[src/rtl/multn.sv]
// Word-serial WIDTH x WIDTH unsigned multiplier behind a GPIO-style register window.
// Optional MULT_CYCLE_COUNT_EN adds a run-cycle counter readable at index 0xFFFF.
module multn #(
  parameter int WIDTH = 128
) (
  input  logic        clk,
  input  logic        reset,
  input  logic [31:0] in_loc,
  input  logic [31:0] in_val,
  input  logic [31:0] ctrl_reg,
  output logic [31:0] out_loc,
  output logic [31:0] out_val,
  output logic [31:0] state_reg
);
  localparam int N  = WIDTH / 32;
  localparam int IW = $clog2(N);
  localparam int RW = $clog2(2 * N);

  localparam logic [2:0] OP_WRITE = 3'd1;
  localparam logic [2:0] OP_START = 3'd2;
  localparam logic [2:0] OP_CLEAR = 3'd3;

  typedef enum logic [1:0] {S_IDLE, S_CLR, S_BUSY, S_DONE} st_t;

  st_t                    st_q;
  logic [N-1:0][31:0]     a_q, b_q;
  logic [2*N-1:0][31:0]   r_q;
  logic [IW-1:0]          i_q, j_q;
  logic [31:0]            c_q;
  logic                   tog_q, err_q;
  logic [15:0]            ack_q;
`ifdef MULT_CYCLE_COUNT_EN
  logic [31:0]            cyc_q;
`endif

  logic          cmd, busy, idx_ok;
  logic [2:0]    op;
  logic [15:0]   idx;
  logic [RW-1:0] k, k1;
  logic [31:0]   cin;
  logic [63:0]   prod, mac;
  logic [1:0]    st_code;
  logic          unused_ok;

  assign cmd    = ctrl_reg[31] ^ tog_q;
  assign op     = ctrl_reg[2:0];
  assign idx    = in_loc[15:0];
  assign idx_ok = idx < 16'(N);
  assign busy   = (st_q == S_CLR) || (st_q == S_BUSY);

  // One 32x32 MAC per cycle; the 64-bit sum cannot overflow.
  assign k    = RW'(i_q) + RW'(j_q);
  assign k1   = k + RW'(1);
  assign cin  = (i_q == '0) ? 32'd0 : c_q;
  assign prod = {32'd0, a_q[i_q]} * {32'd0, b_q[j_q]};
  assign mac  = prod + {32'd0, r_q[k]} + {32'd0, cin};

  always_comb begin
    st_code = 2'd0;
    case (st_q)
      S_CLR, S_BUSY: st_code = 2'd1;
      S_DONE:        st_code = 2'd2;
      default:       st_code = 2'd0;
    endcase
  end

  assign state_reg = {ack_q, 7'd0, err_q, 6'd0, st_code};
  assign unused_ok = ^ctrl_reg[30:3];

  always_ff @(posedge clk) begin
    if (reset) begin
      st_q    <= S_IDLE;
      a_q     <= '0;
      b_q     <= '0;
      r_q     <= '0;
      i_q     <= '0;
      j_q     <= '0;
      c_q     <= '0;
      tog_q   <= 1'b0;
      err_q   <= 1'b0;
      ack_q   <= '0;
      out_loc <= '0;
      out_val <= '0;
`ifdef MULT_CYCLE_COUNT_EN
      cyc_q   <= '0;
`endif
    end else begin
`ifdef MULT_CYCLE_COUNT_EN
      if (busy && cyc_q != '1) cyc_q <= cyc_q + 32'd1;
`endif
      case (st_q)
        S_CLR: begin
          r_q  <= '0;
          i_q  <= '0;
          j_q  <= '0;
          c_q  <= '0;
          st_q <= S_BUSY;
        end
        S_BUSY: begin
          r_q[k] <= mac[31:0];
          c_q    <= mac[63:32];
          if (i_q == IW'(N - 1)) begin
            r_q[k1] <= mac[63:32];
            i_q     <= '0;
            j_q     <= j_q + 1'b1;
            if (j_q == IW'(N - 1)) st_q <= S_DONE;
          end else begin
            i_q <= i_q + 1'b1;
          end
        end
        default: ;
      endcase

      // Commands come last so CLEAR overrides an in-flight step.
      if (cmd) begin
        tog_q <= ctrl_reg[31];
        ack_q <= ack_q + 16'd1;
        case (op)
          OP_WRITE: begin
            if (!idx_ok || busy) err_q <= 1'b1;
            else if (in_loc[16]) b_q[idx[IW-1:0]] <= in_val;
            else                 a_q[idx[IW-1:0]] <= in_val;
          end
          OP_START: begin
            if (busy) err_q <= 1'b1;
            else begin
              st_q <= S_CLR;
`ifdef MULT_CYCLE_COUNT_EN
              cyc_q <= '0;
`endif
            end
          end
          OP_CLEAR: begin
            a_q   <= '0;
            b_q   <= '0;
            r_q   <= '0;
            err_q <= 1'b0;
            st_q  <= S_IDLE;
          end
          default: ;
        endcase
      end

      out_loc <= in_loc;
      if (idx < 16'(2 * N)) out_val <= r_q[idx[RW-1:0]];
`ifdef MULT_CYCLE_COUNT_EN
      else if (idx == 16'hFFFF) out_val <= cyc_q;
`endif
      else out_val <= '0;
    end
  end
endmodule

[config.mk]
export PLATFORM = sky130hd
export DESIGN_NAME = multn
export DESIGN_NICKNAME = d
export VERILOG_FILES = /design/src/rtl/multn.sv
export SDC_FILE = /design/constraint.sdc
export NUM_CORES = 2
export LEC_CHECK = 0
export ABC_CLOCK_PERIOD_IN_PS = 10100
export CAP_MARGIN = 20
export CORE_MARGIN = 2
export CORE_UTILIZATION = 63
export DETAILED_ROUTE_END_ITERATION = 8
export PLACE_DENSITY = 0.81
export REMOVE_ABC_BUFFERS = 1
export SLEW_MARGIN = 5
export SYNTH_ARGS = -nofsm -noshare
export SYNTH_HDL_FRONTEND = slang
export SYNTH_SLANG_ARGS = --single-unit
[constraint.sdc]
create_clock -name clk -period 10.1 [get_ports clk]
set_input_delay 1.01 -clock clk [delete_from_list [all_inputs] [get_ports clk]]
set_output_delay 1.01 -clock clk [all_outputs]
set_load 0.1 [all_outputs]
==> flow_summary.toml <==
[status]
status = "finished, final reports clean"

[global_route]
grt_max_degree = 94
grtUsageTotal = 0.425
antenna_found_initial = 5
grt_pass1_vias = 58000
overflow = 0
grt_pass1_wl_mm = 339

[floorplan]
fp-row-count = 117
dieArea_mm2 = 0.105
die-height_um = 324
start_util = 0.633
die_x_um = 324
io_pins = 194
core_mm2 = 0.102

[worst_setup_path]
slowest_stage = "o21ai_1"
start_kind = "register"
rr_endpoint = "r_q[55]"
crit_path_max_fanout = 25
critPathBufInv = 7
critPathArrivalTime_ns = 10.30
end_kind = "register"
r2r_setup_slack_ns = 0.27
cp_top_family = "adder cells"
reg2reg_depth = 28
crit_path_frequent_cell = "fa_1"
cp_slowest_stage_delay_ns = 0.95
r2r-start = "i_q[0]"
crit_required_ns = 10.58
path_class = "reg -> reg"

[timing]
finClkSkew_ns = 0.0440
setup_tns_ns = 0
max_slew_margin = 0.171
period_minus_slack_ns = 9.83
setup_viol = 0
fmax_mhz = 102
fin_crit_sh = 0.973
hold_viol_final = 0
rsz0062_at_grt = "false"
tightest_slew_ns = 1.24
slew_viol_final = 0

[pwr]
pwr_density_cell_mw_per_mm2 = 79.7
leakage_nw = 29.8
peakVddDrop_mv = 0.118

[routing]
via_per_inst = 6.53
ant_nets = 0
route.detailed.drc = 0
wl_per_cell_um = 25.0
vias = 57700
firstDrtPassIters = 8
drtIter0Drc = 8353
drt_wl_total_mm = 221

[yosys]
synth_ff_type = "dfxtp_1"
synth_top_area_share = 0.299
syn_inst = 7437
synth_edf_count = 0
netlist_top_cells_area = "fa_1 (30%), dfxtp_1 (20%), inv_1 (6.3%)"
ys_seq_area_frac = 0.197
synth_top_cell_by_area = "fa_1"
synth_cell_types = 80
synthArstFlopShare = 0
yosysWarnings = 0
ys_seq_elements = 632
postSynthAreaPerCell_um2 = 8.65
synth_common_cells = "inv_1 (1087), fa_1 (960), nor2_1 (941)"
yosys.cell_count.top_type = "inv_1"
syn_area_mm2 = 0.0643

[clocking]
postCtsSetupRepairBufs = 0
cts_buffers = 70
clk_pin_slew_ns = 0.07
clock-sinks = 632
clk_latency_ns = 0.68
cts_root_buffer = "clkbuf_16"
cts.path.max_buffers = 3
cts_resized = 0
tritoncts = "built"
hold_buffers = 0
cts_htree_levels = 3

[finish]
seqCellArea_mm2 = 0.0127
instances_no_fill = 8837
multi_input_area_mm2 = 0.0457
drive_gt1_frac = 0.0836
nFillCells = 7858
area_growth_syn_to_layout_pct = 9.13
nets = 8757

[placement]
placed_cells = 8706
dp_hpwl_mm = 163
place.gp.congestion = 0.993
portBuffers = 152

[hold_path]
hp-start = "c_q[17]"
worstHoldPathCells = 2
whs_endpoint = "c_q[17]"
min_path_type = "reg -> reg"

[run]
max_cap_violations = 0
[layer usage]
metal,track usage,part of all wire,vias up
li1,-,-,24100
met1,0.549,0.36,28100
met2,0.625,0.43,4461
met3,0.144,0.15,1060
met4,0.245,0.068,8
met5,0.00556,0.00053,-
[registers in the layout, indices dropped and copies added, names as in the netlist, 16 cells and up]
name	count
c_q	32
b_q	128
out_val	32
a_q	128
r_q	256
ack_q	16
out_loc	32
[how the worst max path moves through the flow]
stage	from	end	slack (ns)	depth (start not counted)
finish	i_q[0]	r_q[55]	0.27	28
global route	i_q[0]	c_q[23]	0.06	28
floorplan	i_q[0]	r_q[25]	-0.38	28
detailed placement	j_q[0]	r_q[205]	0.56	29
CTS	j_q[0]	r_q[215]	0.53	27
global placement	j_q[0]	r_q[87]	0.60	27
[through the flow]
stage / total power, mW / utilization / area (um^2) / setup WS (ns) / hold WS [ns]
final: 5.60 / 0.691 / 70200 / 0.273 / 0.450
after global routing: 5.71 / 0.691 / 70200 / 0.0647 / 0.485
after CTS: 5.58 / 0.691 / 70200 / 0.531 / 0.456
after detailed placement: 2.99 / 0.668 / 67800 / 0.563 / 0.441
after global placement: 2.98 / 0.667 / 67800 / 0.603 / 0.426
after floorplan: 2.80 / - / 62200 / -0.379 / 0.417
[worst reg2reg max path: cells and delay by family, from the launching register on]
kind	cells	cell delay [ns]
AOI/OAI and AO/OA	8	2.59
xor gates and xnor gates	1	0.81
adders and majority gates	9	4.13
buffers and inverters	7	0.64
DFF	1	0.65
muxes	1	0.42
and+or+nand+nor	2	0.44
[cells in the final DEF (no fill, tap or decap), types with 18 or more instances in the layout]
cell,netlist,final
nor2_1,941,928
xor2_1,35,35
inv_1,1087,1087
o21a_1,63,63
a21oi_1,231,230
a211oi_1,37,37
o21ai_1,51,52
buf_4,15,267
dfxtp_1,632,628
clkbuf_16,0,73
nand3_1,60,59
a221oi_1,34,34
nand4_1,34,34
nor3_1,47,42
mux2i_1,100,100
nor2b_1,67,67
o221ai_1,64,64
clkdlybuf4s50_1,0,148
ha_1,286,286
mux4_2,70,70
a22oi_1,292,292
a22o_1,22,22
nor4_1,21,18
a21o_1,32,31
o211ai_1,48,48
fa_1,960,960
o21ai_0,214,198
a32o_1,39,39
o22ai_1,126,126
xnor2_1,34,34
nand2_1,940,934
mux2_2,59,59
and2_1,71,71
[power by group]
part           switching [mW]  internal [mW]  total (mW)
Clock                    1.12           1.53        2.65
Combinational           0.323          0.107       0.430
Sequential            0.00933           2.51        2.52
Total                    1.45           4.14        5.60
[layout make-up]
class | instances | area share
antenna | 2 | 0.0000713
tap | 1368 | 0.0244
multi-input combinational | 5196 | 0.651
timing repair buffer | 426 | 0.0525
clock inverter | 29 | 0.00380
inverter | 1087 | 0.0581
clock buffer | 97 | 0.0297
sequential | 632 | 0.180
[cell families after synthesis]
family | after synthesis | share of synthesized area
AOI/OAI and AO/OA | 1380 | 0.146
DFF | 632 | 0.197
buffers and inverters | 1621 | 0.0968
xor gates and xnor gates | 76 | 0.0112
other | 1 | 0.0000583
adders and majority gates | 1246 | 0.354
muxes | 229 | 0.0504
and+or+nand+nor | 2252 | 0.144
No activity file was read; power rests on OpenSTA's default activity.
